<file path="config.mk">
export PLATFORM = sky130hd
export DESIGN_NAME = gray_to_binary_monitor_flat
export DESIGN_NICKNAME = d
export VERILOG_FILES = /design/src/rtl/gray_to_binary_monitor_if.sv /design/src/rtl/gray_to_binary_monitor.sv /design/src/flat_wrapper.sv
export SDC_FILE = /design/constraint.sdc
export NUM_CORES = 1
export LEC_CHECK = 0
export BUFFER_PORTS_ARGS = -buffer_cell sky130_fd_sc_hd__buf_4
export CAP_MARGIN = 10
export CELL_PAD_IN_SITES_DETAIL_PLACEMENT = 1
export CELL_PAD_IN_SITES_GLOBAL_PLACEMENT = 2
export CORE_MARGIN = 8
export CORE_UTILIZATION = 34
export CTS_CLUSTER_SIZE = 8
export DETAILED_ROUTE_END_ITERATION = 6
export GPL_ROUTABILITY_DRIVEN = 0
export PLACE_DENSITY = 0.77
export SETUP_SLACK_MARGIN = 0.3
export SYNTH_ARGS = -nofsm -noshare
export SYNTH_HDL_FRONTEND = slang
export SYNTH_SLANG_ARGS = --single-unit
</file>
<file path="constraint.sdc">
create_clock -name clk -period 1.7 [get_ports clk]
set_input_delay 0.17 -clock clk [delete_from_list [all_inputs] [get_ports clk]]
set_output_delay 0.17 -clock clk [all_outputs]
set_load 0.02 [all_outputs]
</file>
<file path="src/rtl/gray_to_binary_monitor_if.sv">
// Signal bundle between the switch/host side (master) and the Gray-to-binary monitor (slave).
interface gray_to_binary_monitor_if #(
  parameter int WIDTH = 4,
  parameter int CNT_W = 8
);
  logic [WIDTH-1:0] gray;
  logic             err_clr;
  logic [WIDTH-1:0] binary;
  logic [WIDTH-1:0] leds;
  logic             valid;
  logic             step_err;
  logic [CNT_W-1:0] change_count;

  modport master (
    output gray, err_clr,
    input  binary, leds, valid, step_err, change_count
  );

  modport slave (
    input  gray, err_clr,
    output binary, leds, valid, step_err, change_count
  );
endinterface

</file>
<file path="src/rtl/gray_to_binary_monitor.sv">
// Synchronises a Gray-coded switch word, optionally debounces it, and reports the binary value.
// Define GRAY_DEBOUNCE_EN to insert the STABLE_CYCLES stability filter ahead of acceptance.
module gray_to_binary_monitor #(
  parameter int WIDTH         = 4,
  parameter int STABLE_CYCLES = 4,
  parameter int CNT_W         = 8
) (
  input  logic                     clk,
  input  logic                     rst_n,
  gray_to_binary_monitor_if.slave  bus
);

  logic [WIDTH-1:0] s1;
  logic [WIDTH-1:0] s2;
  logic [WIDTH-1:0] acc_gray;
  logic [WIDTH-1:0] binary_q;
  logic             valid_q;
  logic             step_err_q;
  logic [CNT_W-1:0] count_q;
  logic             accept;
  logic [WIDTH-1:0] diff;
  logic             multi_bit;

  function automatic logic [WIDTH-1:0] gray2bin(input logic [WIDTH-1:0] g);
    logic [WIDTH-1:0] b;
    b[WIDTH-1] = g[WIDTH-1];
    for (int i = WIDTH - 2; i >= 0; i--) begin
      b[i] = b[i+1] ^ g[i];
    end
    return b;
  endfunction

  always_ff @(posedge clk or negedge rst_n) begin
    if (!rst_n) begin
      s1 <= '0;
      s2 <= '0;
    end else begin
      s1 <= bus.gray;
      s2 <= s1;
    end
  end

`ifdef GRAY_DEBOUNCE_EN
  localparam int CNT_BITS = $clog2(STABLE_CYCLES + 1);
  localparam logic [CNT_BITS-1:0] CNT_LAST = CNT_BITS'(STABLE_CYCLES - 1);
  localparam logic [CNT_BITS-1:0] CNT_MAX  = CNT_BITS'(STABLE_CYCLES);

  logic [WIDTH-1:0]    cand;
  logic [CNT_BITS-1:0] cnt;

  // cnt saturates at STABLE_CYCLES so a settled word is accepted exactly once
  always_ff @(posedge clk or negedge rst_n) begin
    if (!rst_n) begin
      cand <= '0;
      cnt  <= '0;
    end else if (s2 != cand) begin
      cand <= s2;
      cnt  <= '0;
    end else if (cnt < CNT_MAX) begin
      cnt <= cnt + 1'b1;
    end
  end

  assign accept = (s2 == cand) && (cnt == CNT_LAST) && (cand != acc_gray);
`else
  assign accept = (s2 != acc_gray);
`endif

  // x & (x-1) is nonzero exactly when more than one bit of x is set
  assign diff      = s2 ^ acc_gray;
  assign multi_bit = |(diff & (diff - 1'b1));

  always_ff @(posedge clk or negedge rst_n) begin
    if (!rst_n) begin
      acc_gray   <= '0;
      binary_q   <= '0;
      valid_q    <= 1'b0;
      step_err_q <= 1'b0;
      count_q    <= '0;
    end else begin
      valid_q <= accept;
      if (accept) begin
        acc_gray <= s2;
        binary_q <= gray2bin(s2);
        count_q  <= count_q + 1'b1;
      end
      if (accept && multi_bit) begin
        step_err_q <= 1'b1;
      end else if (bus.err_clr) begin
        step_err_q <= 1'b0;
      end
    end
  end

  assign bus.binary       = binary_q;
  assign bus.leds         = ~binary_q;
  assign bus.valid        = valid_q;
  assign bus.step_err     = step_err_q;
  assign bus.change_count = count_q;

endmodule

</file>
<file path="src/flat_wrapper.sv">
// flat-port wrapper written by rule: the top's interface ports become plain ports
module gray_to_binary_monitor_flat 
#(
  parameter int WIDTH         = 4,
  parameter int STABLE_CYCLES = 4,
  parameter int CNT_W         = 8
)
  (clk, rst_n, bus_gray, bus_err_clr, bus_binary, bus_leds, bus_valid, bus_step_err, bus_change_count);
  gray_to_binary_monitor_if #(.WIDTH(WIDTH), .CNT_W(CNT_W)) bus_i ();
  input  logic clk;
  input  logic rst_n;
  input wire logic [$bits(bus_i.gray)-1:0] bus_gray;
  input wire logic [$bits(bus_i.err_clr)-1:0] bus_err_clr;
  output wire logic [$bits(bus_i.binary)-1:0] bus_binary;
  output wire logic [$bits(bus_i.leds)-1:0] bus_leds;
  output wire logic [$bits(bus_i.valid)-1:0] bus_valid;
  output wire logic [$bits(bus_i.step_err)-1:0] bus_step_err;
  output wire logic [$bits(bus_i.change_count)-1:0] bus_change_count;
  assign bus_i.gray = bus_gray;
  assign bus_i.err_clr = bus_err_clr;
  assign bus_binary = bus_i.binary;
  assign bus_leds = bus_i.leds;
  assign bus_valid = bus_i.valid;
  assign bus_step_err = bus_i.step_err;
  assign bus_change_count = bus_i.change_count;
  gray_to_binary_monitor #(.WIDTH(WIDTH), .STABLE_CYCLES(STABLE_CYCLES), .CNT_W(CNT_W)) u_core (.clk(clk), .rst_n(rst_n), .bus(bus_i));
endmodule
</file>
After elaboration in Yosys (flattened, before gate mapping). Cells that the tools add are included.

Add/subtract/negate cells: 2. Multiply operators: 0. Divide/modulo/power cells: 0. Order comparisons: 0. Equal/unequal tests: 1. Shift operators: 0. Muxes and demuxes: 2. Bitwise gates (word level): 6. Reduce and logical (&&, ||, !) cells: 3.

Operator list (count): $add 8x1->8 const B (1); $and 4x4->4 (1); $ne 4x4->1 (1); $not 4->4 (1); $reduce_or 4->1 (1); $sub 4x1->4 const B (1); $xor 4x4->4 (1); $xor 1x1->1 (3); $mux 1 (2); $reduce_bool 2->1 (1); $logic_and 1x1->1 (1).

Flip-flop bits (word level): 26. Bits in latches: 0. Bits in writable memories: 0. Memory bits (read-only): 0. Output and inout port bits: 18. Memories: 0.

Logic depth before layout (Yosys ltp). Gate-level depths: netlist of run 1.

Word-level depth: 6. Gate-level depth with buffers: 6. Gate-level depth less buffers: 4.

Worst setup path after synthesis of run 1. OpenSTA, ideal clock, no wires.

Path kind: register to register. Start point: register u_core.s2[1]. End point: register u_core.count_q[0], in the netlist u_core.bus.change_count[0]. Arrival: 1.151 ns. Data required time: 1.566 ns. Setup slack: 0.415 ns. Cell stages (with the launch flop): 5. Buffers on the path: 1. Clock period less this slack: 1.285 ns. Cell sequence: dfrtp_1 xnor2_1 nand4_2 buf_6 xor2_1.

Word-level cells in the longest chain between the ends: 1.

RTL lines: start, declared (line gray_to_binary_monitor.sv:14) `logic [WIDTH-1:0] s2;`; start signal, assigned (line gray_to_binary_monitor.sv:36) `s2 <= '0;`; start signal, assigned (line gray_to_binary_monitor.sv:39) `s2 <= s1;`; $ne 4x4->1 (line gray_to_binary_monitor.sv:66) `assign accept = (s2 != acc_gray);`; named net u_core.accept (line gray_to_binary_monitor.sv:20) `logic accept;`; end signal, assigned (line gray_to_binary_monitor.sv:85) `count_q <= count_q + 1'b1;`; end, declared (line gray_to_binary_monitor.sv:19) `logic [CNT_W-1:0] count_q;`.

The timed path passes the listed nets, and every way through them passes these cells. A chain may end at the register's enable or synchronous reset.

Worst setup path after layout of run 1.
Start point: register u_core.s2[1]. End point: register u_core.binary_q[0], in the netlist u_core.bus.binary[0].

Word-level cells in the longest chain between the ends: 2. Elaborated cells on any way between the ends: 3.

RTL lines: $xor 1x1->1 (2 in a row) (line gray_to_binary_monitor.sv:28) `b[i] = b[i+1] ^ g[i];`; end signal, assigned (line gray_to_binary_monitor.sv:84) `binary_q <= gray2bin(s2);`; end, declared (line gray_to_binary_monitor.sv:16) `logic [WIDTH-1:0] binary_q;`.

Parallel ways exist; a longest one is shown, timed or not.

==> flow_summary_export.csv, run 1 <==
group,metric,value,unit
status,status,"finished, final reports clean",
yosys,yosys-top-cells-area,"dfrtp_1 60%, xnor2_1 8.4%, xnor2_2 3.1%",
yosys,ys_ff_latch,25,
global_routing,grt_max_degree,26,
cts,cts_tree,"yes",
critical_path,arrival,1640,ps
route,via_per_inst,4.82,
finish,antenna_cells,0,
yosys,synth_area,1040,um2
power_and_ir_drop,power_density,1250,nW/um2
critical_path,critPathBufInv,0,
cts,clock_path_buffers,2,
global_routing,track_usage,0.0962,
min_path,hold_start,"bus_err_clr",
yosys,yosysSeqAreaShare,0.600,
finish,areaGrowthSynthToFinish,41.2,%
route,wl_per_cell,14.8,um
sta,worst_slew_pin_slew,319,ps
route,vias,714,
yosys,synth_top_cell_area_share,0.600,
cts,cts-root-buf,"clkbuf_4",
global_routing,grt_pass1_vias,780,
cts,path_clk_slew,130,ps
yosys,synth_edf_count,0,
floorplan,die_area,5100,um2
critical_path,cp-start-kind,"flip-flop",
yosys,yosys_warnings,0,
route,wl,2190,um
floorplan,boundaryPins,25,
sta,slew_violations,0,
finish,multi_input_area,445,um2
min_path,min_path_type,"in -> reg",
yosys,synthFlopType,"dfrtp_1",
cts,htreeDepth,1,
floorplan,die_w,71.4,um
global_routing,antenna_found_initial,0,
critical_path,r2r-start,"u_core.s2[1]",
yosys,synthCells,78,
finish,drive_gt1_frac,0.478,
route,dr.pass1.iters,4,
sta,timing.final.hold_violations,0,
min_path,min_to,"u_core.bus.step_err",
yosys,synth_cell_types,27,
global_routing,grt-ovfl-total,0,
critical_path,max_stage_delay,510,ps
critical_path,crit_family,"XOR/XNOR gates",
floorplan,core,2980,um2
yosys,syn_avg_cell_area,13.4,um2
route,ant_nets,0,
yosys,synth.largest_area_cell,"dfrtp_1",
critical_path,crit_type,"reg -> reg",
route,drc_errors,0,
finish,register_area,629,um2
cts,clk_latency,310,ps
floorplan,start_util,0.350,
power_and_ir_drop,power,1.85,mW
sta,slew_headroom,0.787,
critical_path,ff2ff_path_depth,3,
critical_path,critPathMaxFanout,4,
min_path,min_path_cells,2,
critical_path,end_kind,"flip-flop",
global_routing,grt_pass1_wl,3790,um
finish,final_nets,124,
job,max-cap-violations,0,
cts,clkSinkCount,25,
critical_path,path_cells,"xor3_2, xnor2_1, a221oi_2",
yosys,ys_async_sr_fraction,1.00,
yosys,syn_nets,86,
sta,fin_crit_sh,0.828,
sta,max_freq,711,MHz
sta,finalCriticalPeriod,1410,ps
route,drt_iter0_drc,13,
floorplan,num_rows,20,
finish,utilization,0.495,
critical_path,r2r_end,"u_core.bus.binary[0]",
finish,final_area,1470,um2
cts,cts_made_buffers,3,
floorplan,die_h,71.4,um
sta,rsz0062_at_grt,"true",
sta,setup_tns,0,ps
critical_path,crit_slowest_cell,"xor3_2",
critical_path,rrSetupSlack,290,ps
power_and_ir_drop,peakVddDrop,0.419,mV
finish,num-fill-cells,312,
place,place.port_buffers,24,
place,placed_area,1230,um2
power_and_ir_drop,p_leak,0.667,nW
place,dp_hpwl,1450,um
critical_path,cp_data_required_time,1930,ps
sta,setup-violations-final,0,
sta,worst_clock_skew,3.65,ps
synthesized netlist by cell type (2+ instances only):
library cell / n
nor2_1: 2
clkbuf_1: 3
inv_1: 5
nand3_2: 3
and4_1: 2
dfrtp_1: 25
xnor2_1: 10
buf_4: 2
a21oi_1: 2
nand2_1: 4
nand4_1: 3
xnor2_2: 2
layout make-up:
class                           count  share of cell area
Multi-Input combinational cell     42               0.302
Clock buffer                        4              0.0178
Timing Repair Buffer               39               0.212
Sequential cell                    25               0.427
Tap cell                           33              0.0280
Inverter                            5              0.0127
layer usage:
metal  GRT usage  share of wire  vias up
li1            -              -      334
met1       0.107           0.42      361
met2       0.159           0.51       15
met3      0.0251          0.048        4
met4      0.0624          0.020        0
met5           0              0        -
per-stage QoR:
step                      hold slack (ps)  setup slack, ps  cells
after floorplan                      -126              415     78
after global placement               91.3              148    129
after detailed placement             95.2              103    129
after CTS                            90.0              269    144
after global routing                 79.8              226    148
final                                91.8              293    148
cells by family after synthesis:
family,Yosys count,share of synthesized area
compound gates,6,0.0432
flops,25,0.600
mux,1,0.0108
fa+ha+maj,2,0.0228
xor+xnor,14,0.147
simple gates,18,0.114
buf+inv,12,0.0623
worst reg2reg max path: cells and delay by family (launching register included):
kind                      cells  cell delay, ps
DFF                           1             440
xor gates and xnor gates      2             670
AOI/OAI and AO/OA             1             210
layout by cell type (no fill, tap or decap), drive strengths merged:
cell / count
xor3: 1
o221ai: 1
and2: 1
nor2: 2
dfrtp: 25
xnor2: 12
o22ai: 1
mux2: 1
buf: 34
nand4: 5
a221oi: 1
dlygate4sd3: 5
ha: 1
nand3: 4
and4: 2
maj3: 1
clkbuf: 4
o21ai: 1
a21oi: 2
and3: 1
xor2: 1
nand2: 4
inv: 5
repair_timing:
item / 4_1_cts / 5_1_grt
hold endpoints to repair: 29 / 0
setup endpoints to repair: 10 / 12
pin swaps: 2 / 3
gates resized for setup: 5 / 10
hold buffers: 5 / 0
setup buffers: 5 / 4
cloned: 1 / 0
registers in the layout, summed over array words and instances (netlist names):
signal and count:
u_core.bus.binary 4, u_core.acc_gray 3, u_core.s2 4, u_core.bus.change_count 8, u_core.bus.valid 1, u_core.bus.step_err 1, u_core.s1 4
worst max path at each step:
stage | from | end | slack (ps) | cells after the start
final | u_core.s2[1] | u_core.bus.binary[0] | 290 | 3
after global routing | u_core.s2[1] | u_core.bus.binary[0] | 230 | 3
after CTS | u_core.s2[2] | u_core.bus.binary[0] | 270 | 3
after detailed placement | u_core.s2[3] | u_core.bus.change_count[1] | 100 | 3
after global placement | u_core.s2[0] | u_core.bus.change_count[1] | 150 | 3
after floorplan | u_core.s2[1] | u_core.bus.change_count[0] | 410 | 4
where the power goes:
group          internal (mW)  switching [mW]  leakage (nW)
registers              0.717           0.161         0.289
clock network         0.0917           0.173        0.0150
logic                  0.358           0.347         0.363
total                   1.17           0.681         0.667
Power figures use the tool's default switching activity.
==> inputs of run 2 (changes only) <==
- clock period: 1.7 -> 1.4 ns (I/O delays scaled with it)
==> flow_summary_export.csv, run 2 (synthesized netlist as in run 1, its figures left out) <==
group,metric,value,unit
status,status,"complete, but fails checks",
status,violations,"negative setup slack",
cts,clkSinkCount,25,
sta,setup-violations-final,1,
place,place.port_buffers,24,
min_path,min_path_cells,2,
floorplan,start_util,0.350,
global_routing,grt_max_degree,26,
finish,antenna_cells,0,
sta,slew_violations,0,
global_routing,track_usage,0.0990,
critical_path,cp-start-kind,"flip-flop",
floorplan,num_rows,20,
critical_path,max_stage_delay,540,ps
finish,final_nets,137,
place,dp_hpwl,1570,um
critical_path,critPathBufInv,0,
critical_path,ff2ff_path_depth,3,
floorplan,core,2980,um2
critical_path,cp_data_required_time,1640,ps
route,wl_met1,1000,um
finish,mostFrequentLayoutCells,"32 x buf_4, 20 x dfrtp_1, 16 x buf_6",
critical_path,r2r-start,"u_core.s2[1]",
sta,finalCriticalPeriod,1460,ps
route,via_per_inst,4.70,
route,wl_met2,1240,um
route,ant_nets,0,
finish,drive_gt1_frac,0.625,
critical_path,arrival,1700,ps
critical_path,critPathMaxFanout,4,
sta,timing.hold.ws,23.1,ps
critical_path,crit_type,"reg -> reg",
min_path,min_to,"u_core.bus.step_err",
critical_path,r2r_end,"u_core.bus.binary[0]",
floorplan,die_area,5100,um2
floorplan,boundaryPins,25,
sta,max_freq,685,MHz
cts,clock_path_buffers,2,
sta,slew_headroom,0.790,
route,drt_iter0_drc,26,
power_and_ir_drop,peakVddDrop,0.781,mV
route,highest_layer,"met4",
sta,timing.final.hold_violations,0,
global_routing,grt_pass1_wl,3990,um
global_routing,antenna_found_initial,0,
cts,path_clk_slew,150,ps
cts,cts-root-buf,"clkbuf_4",
min_path,hold_start,"bus_err_clr",
sta,worst_clock_skew,8.47,ps
cts,clk_latency,330,ps
sta,rsz0062_at_grt,"true",
critical_path,path_cells,"xor3_2, xnor2_2, a221oi_2",
route,wl_per_cell,15.1,um
floorplan,die_h,71.4,um
critical_path,end_kind,"flip-flop",
min_path,min_path_type,"in -> reg",
critical_path,crit_family,"XOR/XNOR gates",
power_and_ir_drop,power_density,1640,nW/um2
route,wl,2430,um
route,dr.pass1.iters,2,
critical_path,crit_slowest_cell,"xor3_2",
floorplan,die_w,71.4,um
finish,final_common_cell,"buf_4",
global_routing,grt-ovfl-total,0,
critical_path,rrSetupSlack,-60,ps
cts,cts_tree,"yes",
finish,largest_reg_flops,8,
sta,finalWorstSetupSlack,-59.4,ps
global_routing,grt_pass1_vias,810,
job,max-cap-violations,0,
place,place_ws,-19.8,ps
cts,htreeDepth,1,
sta,worst_slew_pin_slew,315,ps
finish,areaGrowthSynthToFinish,57.2,%
route,wl_met3,170,um
route,drc_errors,0,
sta,fin_crit_sh,1.04,
power_and_ir_drop,p_leak,0.771,nW
cts,cts_made_buffers,3,
route,vias,757,
run 2: cell types whose count changed in the layout (fill, tap and decap cells not counted), sizes merged:
cell	previous run	this run
nand4	5	4
inv	5	6
clkbuf	4	3
buf	34	48
run 2: cell type report:
cell class / instances / area (um2)
fillers: 313 / 1340
flip-flops and latches: 25 / 632
repair buffers: 53 / 470
multi-input cells: 41 / 447
well taps: 33 / 41.3
clock buffers: 3 / 22.5
inverters: 5 / 18.8
clock inverters: 1 / 8.76
run 2: worst max-delay path by stage:
stage | from | end | slack, ps | cells past startpoint
3_3_place_gp | u_core.s2[1] | u_core.bus.binary[0] | 30 | 3
5_1_grt | u_core.s2[1] | u_core.bus.binary[0] | -140 | 3
6_report | u_core.s2[1] | u_core.bus.binary[0] | -60 | 3
3_5_place_dp | u_core.s2[2] | u_core.bus.change_count[3] | -20 | 5
4_1_cts | u_core.s2[3] | u_core.bus.binary[0] | -50 | 4
2_1_floorplan | u_core.s2[1] | u_core.bus.binary[0] | 120 | 3
run 2: report_power, final:
part	switching (mW)	internal [mW]	leakage [nW]
Clock	0.231	0.116	0.0183
Sequential	0.171	0.880	0.287
Combinational	0.562	0.727	0.466
Total	0.964	1.72	0.771
run 2: worst register-to-register path, cell delays in order (launching register included):
cell and delay (ps):
dfrtp_1 450, xor3_2 540, xnor2_2 170, a221oi_2 210
run 2: stage by stage:
step	utilization	power, mW	std cells	area [um2]	setup TNS [ps]
2_1_floorplan	-	1.52	78	1060	0
3_3_place_gp	0.425	1.85	132	1270	0
3_5_place_dp	0.425	1.88	132	1270	-34.0
4_1_cts	0.503	2.46	153	1500	-47.5
5_1_grt	0.551	2.83	161	1640	-321
6_report	0.551	2.69	161	1640	-59.4
run 2: repair_timing:
item	in CTS	in global routing
gates resized for setup	17	17
buffers inserted	12	8
pin swaps	8	3
hold buffers	5	0
hold endpoints to repair	29	0
endpoints found under the setup margin	21	27
run 2: layer usage:
layer	vias to the layer above	GRT usage
met2	18	0.158
li1	358	-
met5	-	0
met4	0	0.0277
met1	379	0.113
met3	2	0.0502
